`src/rtl/freq_meter.sv`:
```
// Gated frequency counter: counts synchronized rising edges of sig_in over a
// fixed GATE_CYCLES window and publishes the count with a one-cycle strobe.
module freq_meter #(
    parameter int GATE_CYCLES = 50000000,
    parameter int CNT_W       = 27,
    parameter int SYNC_STAGES = 2
) (
    input  logic             clk,
    input  logic             rst,
    input  logic             sig_in,
    output logic [CNT_W-1:0] freq,
    output logic             freq_valid,
    output logic             overflow,
    output logic             gate_led
);

    localparam int GW = (GATE_CYCLES > 1) ? $clog2(GATE_CYCLES) : 1;
    localparam logic [GW-1:0]    GATE_LAST = GW'(GATE_CYCLES - 1);
    localparam logic [CNT_W-1:0] CNT_MAX   = '1;

    // Input synchronizer plus one previous-sample flop for edge detection
    logic [SYNC_STAGES-1:0] sync_q;
    logic                   prev_q;
    logic                   sig_rise;

    always_ff @(posedge clk) begin
        if (rst) begin
            sync_q <= '0;
            prev_q <= 1'b0;
        end else begin
            sync_q <= {sync_q[SYNC_STAGES-2:0], sig_in};
            prev_q <= sync_q[SYNC_STAGES-1];
        end
    end

    assign sig_rise = sync_q[SYNC_STAGES-1] & ~prev_q;

    // Gate timing and edge accumulation
    logic [GW-1:0]    gcnt;
    logic [CNT_W-1:0] ecnt;
    logic             sat;
    logic             terminal;
    logic             at_max;
    logic [CNT_W-1:0] ecnt_nxt;
    logic             sat_hit;

    assign terminal = (gcnt == GATE_LAST);
    assign at_max   = (ecnt == CNT_MAX);

    // Saturation means an edge arrived with nowhere to go, i.e. the count is no
    // longer exact; reaching exactly the max value is still a valid reading.
    always_comb begin
        ecnt_nxt = ecnt;
        sat_hit  = 1'b0;
        if (sig_rise) begin
            if (at_max) sat_hit  = 1'b1;
            else        ecnt_nxt = ecnt + 1'b1;
        end
    end

    always_ff @(posedge clk) begin
        if (rst) begin
            gcnt       <= '0;
            ecnt       <= '0;
            sat        <= 1'b0;
            freq       <= '0;
            freq_valid <= 1'b0;
            overflow   <= 1'b0;
            gate_led   <= 1'b0;
        end else begin
            freq_valid <= 1'b0;
            if (terminal) begin
                // The terminal cycle's own edge closes out with this window
                gcnt       <= '0;
                freq       <= ecnt_nxt;
                overflow   <= sat | sat_hit;
                freq_valid <= 1'b1;
                gate_led   <= ~gate_led;
                ecnt       <= '0;
                sat        <= 1'b0;
            end else begin
                gcnt <= gcnt + 1'b1;
                ecnt <= ecnt_nxt;
                sat  <= sat | sat_hit;
            end
        end
    end

endmodule
```
`config.mk`:
```
export PLATFORM = sky130hd
export DESIGN_NAME = freq_meter
export DESIGN_NICKNAME = d
export VERILOG_FILES = /design/src/rtl/freq_meter.sv
export SDC_FILE = /design/constraint.sdc
export NUM_CORES = 1
export LEC_CHECK = 0
export BUFFER_PORTS_ARGS = -buffer_cell sky130_fd_sc_hd__buf_2
export CORE_MARGIN = 5
export CORE_UTILIZATION = 56
export CTS_BUF_LIST = sky130_fd_sc_hd__clkbuf_16
export DETAILED_ROUTE_END_ITERATION = 16
export GPL_TIMING_DRIVEN = 0
export PLACE_DENSITY = 0.76
export SYNTH_ARGS = -nofsm -noshare
export SYNTH_HDL_FRONTEND = slang
export SYNTH_SLANG_ARGS = --single-unit
```
`constraint.sdc`:
```
create_clock -name clk -period 2.46 [get_ports clk]
set_input_delay 0.615 -clock clk [delete_from_list [all_inputs] [get_ports clk]]
set_output_delay 0.615 -clock clk [all_outputs]
set_load 0.05 [all_outputs]
```
==> results_tabular.tex, run 1 <==
\begin{tabular}{lr}
\hline
Metric & Value \\
\hline
\multicolumn{2}{l}{\textbf{Status}} \\
\quad Outcome & finished, final reports clean \\
\multicolumn{2}{l}{\textbf{Finish}} \\
\quad Most common cell after layout, fill and taps aside & dfxtp\_1 \\
\quad Filler Cells Inserted & 552 \\
\quad Highest-count cells in the layout ignoring fill and taps & dfxtp\_1 (87), nor2\_1 (74), nand2\_1 (41), buf\_2 (35), nand3\_1 (27) \\
\quad Number of standard cells in the layout, taps in and fillers out & 522 \\
\quad Synth-to-layout area growth & 14.7\% \\
\quad \# diodes & 0 \\
\quad Fraction of final layout cells sized beyond drive strength 1 & 0.146 \\
\quad Layout Nets & 448 \\
\quad Layout Utilization & 0.649 \\
\multicolumn{2}{l}{\textbf{Place}} \\
\quad DP Wirelength & 5.34 mm \\
\quad Count of input and output buffers & 32 \\
\quad GPL Wtd Cong & 0.854 \\
\quad Post-Place Cells & 506 \\
\multicolumn{2}{l}{\textbf{Timing}} \\
\quad Part of the cycle the worst path needs & 0.907 \\
\quad Total setup violations reported at the end of the flow & 0 \\
\quad Period minus WS final & 2230 ps \\
\quad Actual transition at the worst max-transition pin & $\sim$560 ps \\
\quad Final number of hold-violating endpoints & 0 \\
\quad Maximum clock rate & 448 MHz \\
\quad Final Slew Violations & 0 \\
\quad RSZ-0062 raised after global routing & no \\
\quad Fin Clk Skew & around 4.6 ps \\
\quad Sum of negative setup slack & 0 ps \\
\quad Worst slew margin relative to its limit & 0.625 \\
\multicolumn{2}{l}{\textbf{Detailed routing}} \\
\quad Count of routing violations after the opening detailed-route iteration & 183 \\
\quad Via count & 2832 \\
\quad Total DRC errors in the routed layout & 0 \\
\quad Total wire length after detailed routing & between 7 and 8 mm \\
\quad Initial DRT Pass Iterations & 4 \\
\quad Mean number of vias per cell & 5.43 \\
\quad Wirelength per Cell & 13.8 um \\
\quad Post-DRT Antenna Nets & 0 \\
\multicolumn{2}{l}{\textbf{Clock tree}} \\
\quad Htree depth & 3 \\
\quad Inserted Clock Buffers & 9 \\
\quad Post-CTS clock slew at the launch and capture registers of the worst setup and hold paths & approximately 60 ps \\
\quad Hold-fix buffers, CTS & 0 \\
\quad Maximum number of buffers from clock root to sink & 2 \\
\quad Sinks on the clock net & just under 90 \\
\quad Clk\_lat worst skew & 330 ps \\
\quad Number of setup buffers added after CTS & 0 \\
\quad Number of instances resized during post-cts repair & 0 \\
\quad CTS tree & yes \\
\quad Root buffer selected by CTS & clkbuf\_16 \\
\multicolumn{2}{l}{\textbf{Worst setup path}} \\
\quad Crit-path max FO & 7 \\
\quad Capture point of the worst reg-to-reg path & freq[15] \\
\quad Cell depth of the worst flop-to-flop path & 6 \\
\quad Type of element launching the critical path & flip-flop \\
\quad Reg-to-reg slack, setup & 230 ps \\
\quad Endpoint type of the worst setup path & flip-flop \\
\quad Arrival @ worst endpoint & 2440 ps \\
\quad Startpoint of the worst-slack reg-to-reg timing path & ecnt[4] \\
\quad Crit Path Category & reg -> reg \\
\quad Data required time of the worst path & 2670 ps \\
\multicolumn{2}{l}{\textbf{Synth}} \\
\quad Number of enable flip-flop cells after synthesis & 0 \\
\quad Mean area per synthesized cell & 8.95 um2 \\
\quad Compound-cell area share of the yosys netlist & 0.0599 \\
\quad Yosys Warn Count & 0 \\
\quad Predominant post-synthesis flop cell & dfxtp\_1 \\
\quad Count of cell types in the netlist & 36 \\
\quad Post-synthesis share of cell area spent on and, or, nand and nor gates & 0.283 \\
\quad Mux cell area share after synthesis & 0.00563 \\
\quad Flops \& latches, synth & 87 \\
\quad Xor/xnor cell area share of the yosys netlist & 0.116 \\
\quad Instance count of the mapped netlist & 397 \\
\quad Dominant combinational cell family by area after synthesis & simple AND/OR/NAND/NOR gates \\
\quad Post-synth ARST share & 0 \\
\quad Syn\_nets & 402 \\
\quad Sequential cell area fraction in the yosys report & 0.490 \\
\quad Synth Cell Area & approximately 0.0036 mm2 \\
\quad Adder and majority gate portion of the synthesized area & 0.00704 \\
\multicolumn{2}{l}{\textbf{Power}} \\
\quad Combinational share of power & 0.020 \\
\quad Part of the power in registers & 0.541 \\
\quad Part of the total power dissipated in the clock network & 0.439 \\
\quad Leak & about 1.6 nW \\
\quad Net Switching & about 540 uW \\
\quad Switch share & 0.205 \\
\quad Peak supply drop & about 0.46 mV \\
\quad P per Cell Area & 645 mW/mm2 \\
\quad P\_int & roughly 2.1 mW \\
\multicolumn{2}{l}{\textbf{Run}} \\
\quad Number of maximum-capacitance violations & 0 \\
\multicolumn{2}{l}{\textbf{Global routing}} \\
\quad GR Util All Layers & 0.199 \\
\quad Largest net degree at the start of global routing & 13 \\
\quad Wire length of the first global-routing pass & $\sim$12 mm \\
\quad Vias in the first global route & around 2700 \\
\quad Initial antenna violation count & 0 \\
\quad Grt total ovfl & 0 \\
\multicolumn{2}{l}{\textbf{Floorplan}} \\
\quad Row count & 29 \\
\quad Die outline area & 0.00804 mm2 \\
\quad Die width & 89.7 um \\
\quad CORE AREA & 0.00628 mm2 \\
\quad Effective utilization at floorplan & 0.566 \\
\quad DIE HEIGHT & roughly 90 um \\
\quad IO Pins & 33 \\
\multicolumn{2}{l}{\textbf{Hold path}} \\
\quad Startpoint of the tightest hold check path & sync\_q[0] \\
\quad Tightest Hold Check Type & reg -> reg \\
\quad Sink of the worst hold path & sync\_q[1] \\
\quad Worst Hold Path Cells & 1 \\
\hline
\end{tabular}
==> area by class of cell <==
type                    count  area, um2  share of cell area
clock buffers               9        225              0.0553
plain buffers              13        109              0.0267
flip-flops and latches     87       1740               0.427
inverters                   7       26.3             0.00645
well taps                  77       96.3              0.0236
clock inverters             4       17.5             0.00430
repair buffers             35        183              0.0448
multi-input cells         290       1680               0.411
==> kinds of logic after synthesis <==
| family | count (synthesis) |
|---|---|
| and+or+nand+nor | 203 |
| DFF | 87 |
| xor gates and xnor gates | 47 |
| AOI/OAI and AO/OA | 36 |
| buffers and inverters | 20 |
| muxes | 2 |
| adders and majority gates | 2 |
==> cells in the mapped netlist (all sizes together), types with 3 or more instances <==
library cell / instances / area share
and3: 15 / 0.026
dfxtp: 87 / 0.49
xor2: 22 / 0.054
nor4: 7 / 0.029
inv: 7 / 0.0074
nand2b: 4 / 0.0077
nand4: 12 / 0.021
nand2: 41 / 0.043
o21ai: 23 / 0.032
nor2b: 5 / 0.0088
nor3: 11 / 0.015
buf: 11 / 0.029
nor2: 74 / 0.078
nand3: 27 / 0.038
xnor2: 25 / 0.062
a31oi: 3 / 0.0070
a211oi: 5 / 0.011
==> per-layer routing <==
metal,up-vias,global-route usage,wire [um]
li1,1425,-,-
met1,1332,0.258,3400
met2,60,0.314,3260
met3,15,0.0401,376
met4,0,0.101,169
met5,-,0,0
==> worst max-delay path: stages (launching register included) <==
cell     delay [ps]
dfxtp_1         390
nand4_1         320
nor4_4          550
a31oi_2         310
nand3_1         180
xor2_1          230
o21ai_0         120
==> power by group through the flow <==
stage | clock network [mW] | registers, mW | logic [mW]
2_1_floorplan | 0 | 1.45 | 0.0394
3_3_place_gp | 0 | 1.45 | 0.0524
3_5_place_dp | 0 | 1.45 | 0.0540
4_1_cts | 1.16 | 1.42 | 0.0539
5_1_grt | 1.24 | 1.42 | 0.0589
6_report | 1.15 | 1.42 | 0.0536
==> stage by stage <==
step / instance area, um2 / hold slack [ps] / setup slack [ps] / total power, mW
5_1_grt: 4080 / 468 / 11.9 / 2.72
6_report: 4080 / 442 / 228 / 2.63
3_5_place_dp: 3810 / 433 / 106 / 1.51
2_1_floorplan: 3550 / 414 / 573 / 1.49
3_3_place_gp: 3810 / 424 / 153 / 1.51
4_1_cts: 4050 / 446 / 78.0 / 2.64
==> state kept, by name, summed over array words and instances, names as in the netlist <==
name / flops
sync_q: 2
freq_valid: 1
ecnt: 27
prev_q: 1
sat: 1
overflow: 1
freq: 27
gate_led: 1
gcnt: 26
==> how the worst max path moves through the flow <==
stage / startpoint / to / slack, ps / cells after the start
after floorplan: gcnt[14] / ecnt[0] / 570 / 7
after global routing: ecnt[0] / freq[8] / 10 / 9
after CTS: gcnt[0] / freq[15] / 80 / 8
final: ecnt[4] / freq[15] / 230 / 6
after detailed placement: gcnt[0] / freq[15] / 110 / 8
after global placement: gcnt[0] / freq[22] / 150 / 8
(Power assumes the default switching activity.)
==> run 2, diff against run 1 <==
--- a/config.mk
+++ b/config.mk
@@ -11,6 +11,7 @@
 export CTS_BUF_LIST = sky130_fd_sc_hd__clkbuf_16
 export DETAILED_ROUTE_END_ITERATION = 16
 export GPL_TIMING_DRIVEN = 0
+export MAX_ROUTING_LAYER = met4
 export PLACE_DENSITY = 0.76
 export SYNTH_ARGS = -nofsm -noshare
 export SYNTH_HDL_FRONTEND = slang
==> constraint.sdc (replaced) <==
create_clock -name clk -period 2.46 [get_ports clk]
set_input_delay 0.492 -clock clk [delete_from_list [all_inputs] [get_ports clk]]
set_output_delay 0.492 -clock clk [all_outputs]
set_load 0.05 [all_outputs]
==> results_tabular.tex, run 2 (same netlist as run 1, synthesis figures left out) <==
\begin{tabular}{lr}
\hline
Metric & Value \\
\hline
\multicolumn{2}{l}{\textbf{Status}} \\
\quad Outcome & finished, final reports clean \\
\multicolumn{2}{l}{\textbf{Finish}} \\
\quad Most common cell after layout, fill and taps aside & dfxtp\_1 \\
\quad Fraction of final layout cells sized beyond drive strength 1 & 0.146 \\
\quad Layout Nets & 448 \\
\quad \# diodes & 0 \\
\quad Synth-to-layout area growth & 14.7\% \\
\quad Filler Cells Inserted & 552 \\
\quad Regs by FF count & ecnt (27), freq (27), gcnt (26) \\
\quad Combined flip-flop and latch cell area & 0.00174 mm2 \\
\quad Design area & between 0.004 and 0.005 mm2 \\
\quad Number of standard cells in the layout, taps in and fillers out & 522 \\
\quad Layout Utilization & 0.649 \\
\quad Area taken by multi-input logic gates & 0.00168 mm2 \\
\quad Highest-count cells in the layout ignoring fill and taps & dfxtp\_1 (87), nor2\_1 (74), nand2\_1 (41), buf\_2 (35), nand3\_1 (27) \\
\multicolumn{2}{l}{\textbf{Timing}} \\
\quad Final Worst Setup Slack & 227 ps \\
\quad Period minus WS final & 2230 ps \\
\quad Actual transition at the worst max-transition pin & 571 ps \\
\quad Maximum clock rate & 448 MHz \\
\quad Total setup violations reported at the end of the flow & 0 \\
\quad Worst slew margin relative to its limit & 0.619 \\
\quad Part of the cycle the worst path needs & 0.908 \\
\quad Final number of hold-violating endpoints & 0 \\
\quad Sum of negative setup slack & 0 ps \\
\quad Fin Clk Skew & 4.79 ps \\
\quad RSZ-0062 raised after global routing & no \\
\quad Worst Hold Margin & 376 ps \\
\quad Final Slew Violations & 0 \\
\multicolumn{2}{l}{\textbf{Clock tree}} \\
\quad Maximum number of buffers from clock root to sink & 2 \\
\quad Root buffer selected by CTS & clkbuf\_16 \\
\quad Number of setup buffers added after CTS & 0 \\
\quad Hold-fix buffers, CTS & 0 \\
\quad CTS tree & yes \\
\quad Clk\_lat worst skew & between 300 and 400 ps \\
\quad Htree depth & 3 \\
\quad Post-CTS clock slew at the launch and capture registers of the worst setup and hold paths & 60 ps \\
\quad Inserted Clock Buffers & 9 \\
\quad Sinks on the clock net & 87 \\
\quad Number of instances resized during post-cts repair & 0 \\
\multicolumn{2}{l}{\textbf{Global routing}} \\
\quad Largest net degree at the start of global routing & 13 \\
\quad Grt total ovfl & 0 \\
\quad Grt met1 use & 0.258 \\
\quad Initial antenna violation count & 0 \\
\quad GR Util All Layers & 0.205 \\
\quad Most utilized layer in the global route result & met2 \\
\quad Vias in the first global route & roughly 2700 \\
\quad Met2 GRT Util & 0.314 \\
\quad Met3 demand-to-capacity share in global routing & 0.0374 \\
\quad Wire length of the first global-routing pass & 12.4 mm \\
\multicolumn{2}{l}{\textbf{Floorplan}} \\
\quad CORE AREA & between 0.006 and 0.007 mm2 \\
\quad DIE HEIGHT & 89.7 um \\
\quad Effective utilization at floorplan & 0.566 \\
\quad IO Pins & 33 \\
\quad Row count & 29 \\
\quad Die width & between 80 and 90 um \\
\quad Die outline area & 0.00804 mm2 \\
\multicolumn{2}{l}{\textbf{Worst setup path}} \\
\quad Crit Path Category & reg -> reg \\
\quad Type of element launching the critical path & flip-flop \\
\quad Endpoint type of the worst setup path & flip-flop \\
\quad Arrival @ worst endpoint & around 2400 ps \\
\quad Crit-path max FO & 7 \\
\quad Data required time of the worst path & $\sim$2700 ps \\
\multicolumn{2}{l}{\textbf{Power}} \\
\quad P per Cell Area & 645 mW/mm2 \\
\quad Combinational share of power & 0.020 \\
\quad Net Switching & 537 uW \\
\quad Part of the total power dissipated in the clock network & 0.438 \\
\quad Switch share & 0.204 \\
\quad Part of the power in registers & 0.541 \\
\quad Total power & 2.63 mW \\
\quad Leak & 1.59 nW \\
\quad P\_int & 2.09 mW \\
\quad Peak supply drop & 0.464 mV \\
\multicolumn{2}{l}{\textbf{Place}} \\
\quad GPL Wtd Cong & between 0.8 and 0.9 \\
\quad Post-placement cell area & 0.00381 mm2 \\
\quad Post-Place Cells & 506 \\
\quad Dpl ws & 106 ps \\
\quad Count of input and output buffers & 32 \\
\quad DP Wirelength & 5.34 mm \\
\multicolumn{2}{l}{\textbf{Hold path}} \\
\quad Tightest Hold Check Type & in -> reg \\
\multicolumn{2}{l}{\textbf{Detailed routing}} \\
\quad Total DRC errors in the routed layout & 0 \\
\quad Count of routing violations after the opening detailed-route iteration & 190 \\
\quad Via count & around 2800 \\
\quad Initial DRT Pass Iterations & 4 \\
\quad Post-DRT Antenna Nets & 0 \\
\quad Mean number of vias per cell & around 5.4 \\
\quad Total wire length after detailed routing & 7.21 mm \\
\quad Wirelength per Cell & around 14 um \\
\multicolumn{2}{l}{\textbf{Run}} \\
\quad Number of maximum-capacitance violations & 0 \\
\hline
\end{tabular}
==> run 2: power by group through the flow <==
stage	clock network, mW	logic, mW	registers, mW
after floorplan	0	0.0394	1.45
after global placement	0	0.0524	1.45
after detailed placement	0	0.0540	1.45
after CTS	1.16	0.0539	1.42
after global routing	1.24	0.0589	1.42
final	1.15	0.0537	1.42
==> run 2: layout make-up <==
cell class / instances / area share
multi-input cells: 290 / 0.411
flip-flops and latches: 87 / 0.427
inverters: 7 / 0.00645
clock inverters: 4 / 0.00430
well taps: 77 / 0.0236
clock buffers: 9 / 0.0553
plain buffers: 13 / 0.0267
repair buffers: 35 / 0.0448
==> run 2: worst paths after layout <==
kind | from | to | slack, ps | depth (start not counted)
worst max-delay path | ecnt[4] | freq[15] | 230 | 6
worst min-delay path | sig_in | sync_q[0] | 380 | 2
worst max register to register | ecnt[4] | freq[15] | 230 | 6
worst min register to register | sync_q[0] | sync_q[1] | 440 | 1
==> run 2: metal layers <==
layer	up-vias	wire, um
met2	53	3300
li1	1422	-
met5	-	0
met1	1327	3480
met4	0	157
met3	15	280
==> run 2: critical path, cell delays in order (launching register included) <==
cell and delay, ps:
dfxtp_1 390, nand4_1 320, nor4_4 550, a31oi_2 300, nand3_1 180, xor2_1 240, o21ai_0 120
==> run 3, diff against run 2 <==
--- a/config.mk
+++ b/config.mk
@@ -12,7 +12,7 @@
 export DETAILED_ROUTE_END_ITERATION = 16
 export GPL_TIMING_DRIVEN = 0
 export MAX_ROUTING_LAYER = met4
-export PLACE_DENSITY = 0.76
+export PLACE_DENSITY_LB_ADDON = 0.2
 export SYNTH_ARGS = -nofsm -noshare
 export SYNTH_HDL_FRONTEND = slang
 export SYNTH_SLANG_ARGS = --single-unit
==> results_tabular.tex, run 3 (same netlist as run 1, synthesis figures left out) <==
\begin{tabular}{lr}
\hline
Metric & Value \\
\hline
\multicolumn{2}{l}{\textbf{Clock tree}} \\
\quad Clk\_lat worst skew & 330 ps \\
\quad Root buffer selected by CTS & clkbuf\_16 \\
\quad Maximum number of buffers from clock root to sink & 2 \\
\quad Htree depth & 3 \\
\quad Inserted Clock Buffers & 9 \\
\quad CTS tree & yes \\
\quad Post-CTS clock slew at the launch and capture registers of the worst setup and hold paths & around 60 ps \\
\quad Number of instances resized during post-cts repair & 0 \\
\quad Sinks on the clock net & 87 \\
\multicolumn{2}{l}{\textbf{Worst setup path}} \\
\quad Capture point of the worst reg-to-reg path & freq[15] \\
\quad Crit-path max FO & 7 \\
\quad Crit Path Category & reg -> reg \\
\quad Type of element launching the critical path & flip-flop \\
\quad Series of cell instances along the critical path & nand4\_1 -> nor4\_4 -> a31oi\_2 -> nand3\_1 -> xor2\_1 -> o21ai\_0 \\
\quad Cell depth of the worst flop-to-flop path & 6 \\
\quad Slowest cell on the critical path & nor4\_4 \\
\quad Endpoint type of the worst setup path & flip-flop \\
\quad Arrival @ worst endpoint & 2480 ps \\
\quad Worst path max stage delay & 550 ps \\
\quad Data required time of the worst path & around 2700 ps \\
\quad Reg-to-reg slack, setup & a little under 200 ps \\
\quad Startpoint of the worst-slack reg-to-reg timing path & ecnt[4] \\
\multicolumn{2}{l}{\textbf{Floorplan}} \\
\quad Die width & between 80 and 90 um \\
\quad Effective utilization at floorplan & 0.566 \\
\quad CORE AREA & between 0.006 and 0.007 mm2 \\
\quad Die outline area & 0.00804 mm2 \\
\quad DIE HEIGHT & 89.7 um \\
\quad Row count & 29 \\
\quad IO Pins & 33 \\
\multicolumn{2}{l}{\textbf{Global routing}} \\
\quad Largest net degree at the start of global routing & 14 \\
\quad GR Util All Layers & 0.200 \\
\quad Vias in the first global route & 2720 \\
\quad Wire length of the first global-routing pass & 12.2 mm \\
\quad Initial antenna violation count & 0 \\
\quad Grt total ovfl & 0 \\
\multicolumn{2}{l}{\textbf{Timing}} \\
\quad Maximum clock rate & 442 MHz \\
\quad RSZ-0062 raised after global routing & no \\
\quad Actual transition at the worst max-transition pin & 520 ps \\
\quad Worst slew margin relative to its limit & 0.654 \\
\quad Final Slew Violations & 0 \\
\quad Fin Clk Skew & 3.55 ps \\
\quad Sum of negative setup slack & 0 ps \\
\quad Period minus WS final & 2260 ps \\
\quad Worst Hold Margin & 371 ps \\
\quad Final Worst Setup Slack & 199 ps \\
\quad Total setup violations reported at the end of the flow & 0 \\
\quad Part of the cycle the worst path needs & 0.919 \\
\quad Final number of hold-violating endpoints & 0 \\
\multicolumn{2}{l}{\textbf{Place}} \\
\quad DP Wirelength & 5.09 mm \\
\quad GPL Wtd Cong & 0.896 \\
\quad Count of input and output buffers & 32 \\
\quad Dpl ws & approximately 94 ps \\
\multicolumn{2}{l}{\textbf{Hold path}} \\
\quad Tightest Hold Check Type & in -> reg \\
\quad Sink of the worst hold path & sync\_q[0] \\
\quad Worst Hold Path Cells & 2 \\
\quad Startpoint of the tightest hold check path & sig\_in \\
\multicolumn{2}{l}{\textbf{Power}} \\
\quad P per Cell Area & roughly 650 mW/mm2 \\
\quad Leak & 1.61 nW \\
\quad Peak supply drop & 0.425 mV \\
\multicolumn{2}{l}{\textbf{Finish}} \\
\quad Synth-to-layout area growth & 15.3\% \\
\quad Highest-count cells in the layout ignoring fill and taps & dfxtp\_1 (87), nor2\_1 (74), nand2\_1 (41), buf\_2 (35), nand3\_1 (27) \\
\quad \# diodes & 0 \\
\quad Fraction of final layout cells sized beyond drive strength 1 & 0.150 \\
\quad Layout Nets & 449 \\
\quad Regs by FF count & ecnt (27), freq (27), gcnt (26) \\
\quad Layout Utilization & 0.653 \\
\quad Most common cell after layout, fill and taps aside & dfxtp\_1 \\
\multicolumn{2}{l}{\textbf{Detailed routing}} \\
\quad Mean number of vias per cell & $\sim$5.3 \\
\quad Total wire length after detailed routing & 7.11 mm \\
\quad Wirelength per Cell & 13.5 um \\
\quad Via count & 2775 \\
\quad Initial DRT Pass Iterations & 4 \\
\quad Count of routing violations after the opening detailed-route iteration & 164 \\
\quad Total DRC errors in the routed layout & 0 \\
\quad Post-DRT Antenna Nets & 0 \\
\multicolumn{2}{l}{\textbf{Run}} \\
\quad Number of maximum-capacitance violations & 0 \\
\multicolumn{2}{l}{\textbf{Status}} \\
\quad Outcome & finished, final reports clean \\
\hline
\end{tabular}
## run 3: cell types whose count changed in the layout (fill, tap and decap cells not counted)
cell and change:
buf_4 +1, clkinv_1 -1, clkinv_2 -1, clkinv_4 +1, clkinvlp_4 +1, inv_1 +2
## run 3: metal layers
layer,vias up,share of wire,track usage
met5,-,0,-
met4,0,0.014,0.0853
met3,9,0.040,0.0283
met2,47,0.46,0.319
met1,1289,0.49,0.253
li1,1430,-,-
## run 3: cell type report
cell class                      instances  area, um2
Clock buffer                            9        225
Fill cell                             545       2180
Sequential cell                        87       1740
Clock inverter                          6       32.5
Timing Repair Buffer                   36        190
Inverter                                7       26.3
Tap cell                               77       96.3
Buffer                                 13        109
Multi-Input combinational cell        290       1680
## run 3: worst max-delay path by stage
stage / slack, ps / endpoint / depth (start not counted) / start
final: 200 / freq[15] / 6 / ecnt[4]
after global routing: 1 / freq[8] / 9 / ecnt[0]
after CTS: 80 / freq[14] / 8 / gcnt[0]
after detailed placement: 90 / freq[14] / 8 / gcnt[0]
after global placement: 140 / freq[22] / 8 / gcnt[0]
after floorplan: 570 / ecnt[0] / 7 / gcnt[14]
## run 3: repair_timing
item,in CTS,in global routing
hold buffers,0,0
endpoints found under the setup margin,0,20
setup buffers,0,4
endpoints found under the hold margin,0,0
## run 3: stage by stage
stage	instances	total power, mW	instance area [um2]
floorplan	397	1.49	3550
global placement	506	1.51	3810
detailed placement	506	1.51	3810
CTS	521	2.69	4070
global route	525	2.76	4100
finish	525	2.67	4100
## run 3: critical path: cells and delay by family, from the launching register on
kind	cells	cell delay (ps)
XOR/XNOR	1	240
AO/OA/AOI/OAI	2	410
flip-flops	1	420
AND/OR/NAND/NOR	3	1080
## run 3: power by group
part / internal (mW) / switching (mW) / leakage (nW)
Combinational: 0.0204 / 0.0331 / 0.773
Clock: 0.667 / 0.526 / 0.135
Sequential: 1.42 / 0.00662 / 0.702
Total: 2.10 / 0.566 / 1.61
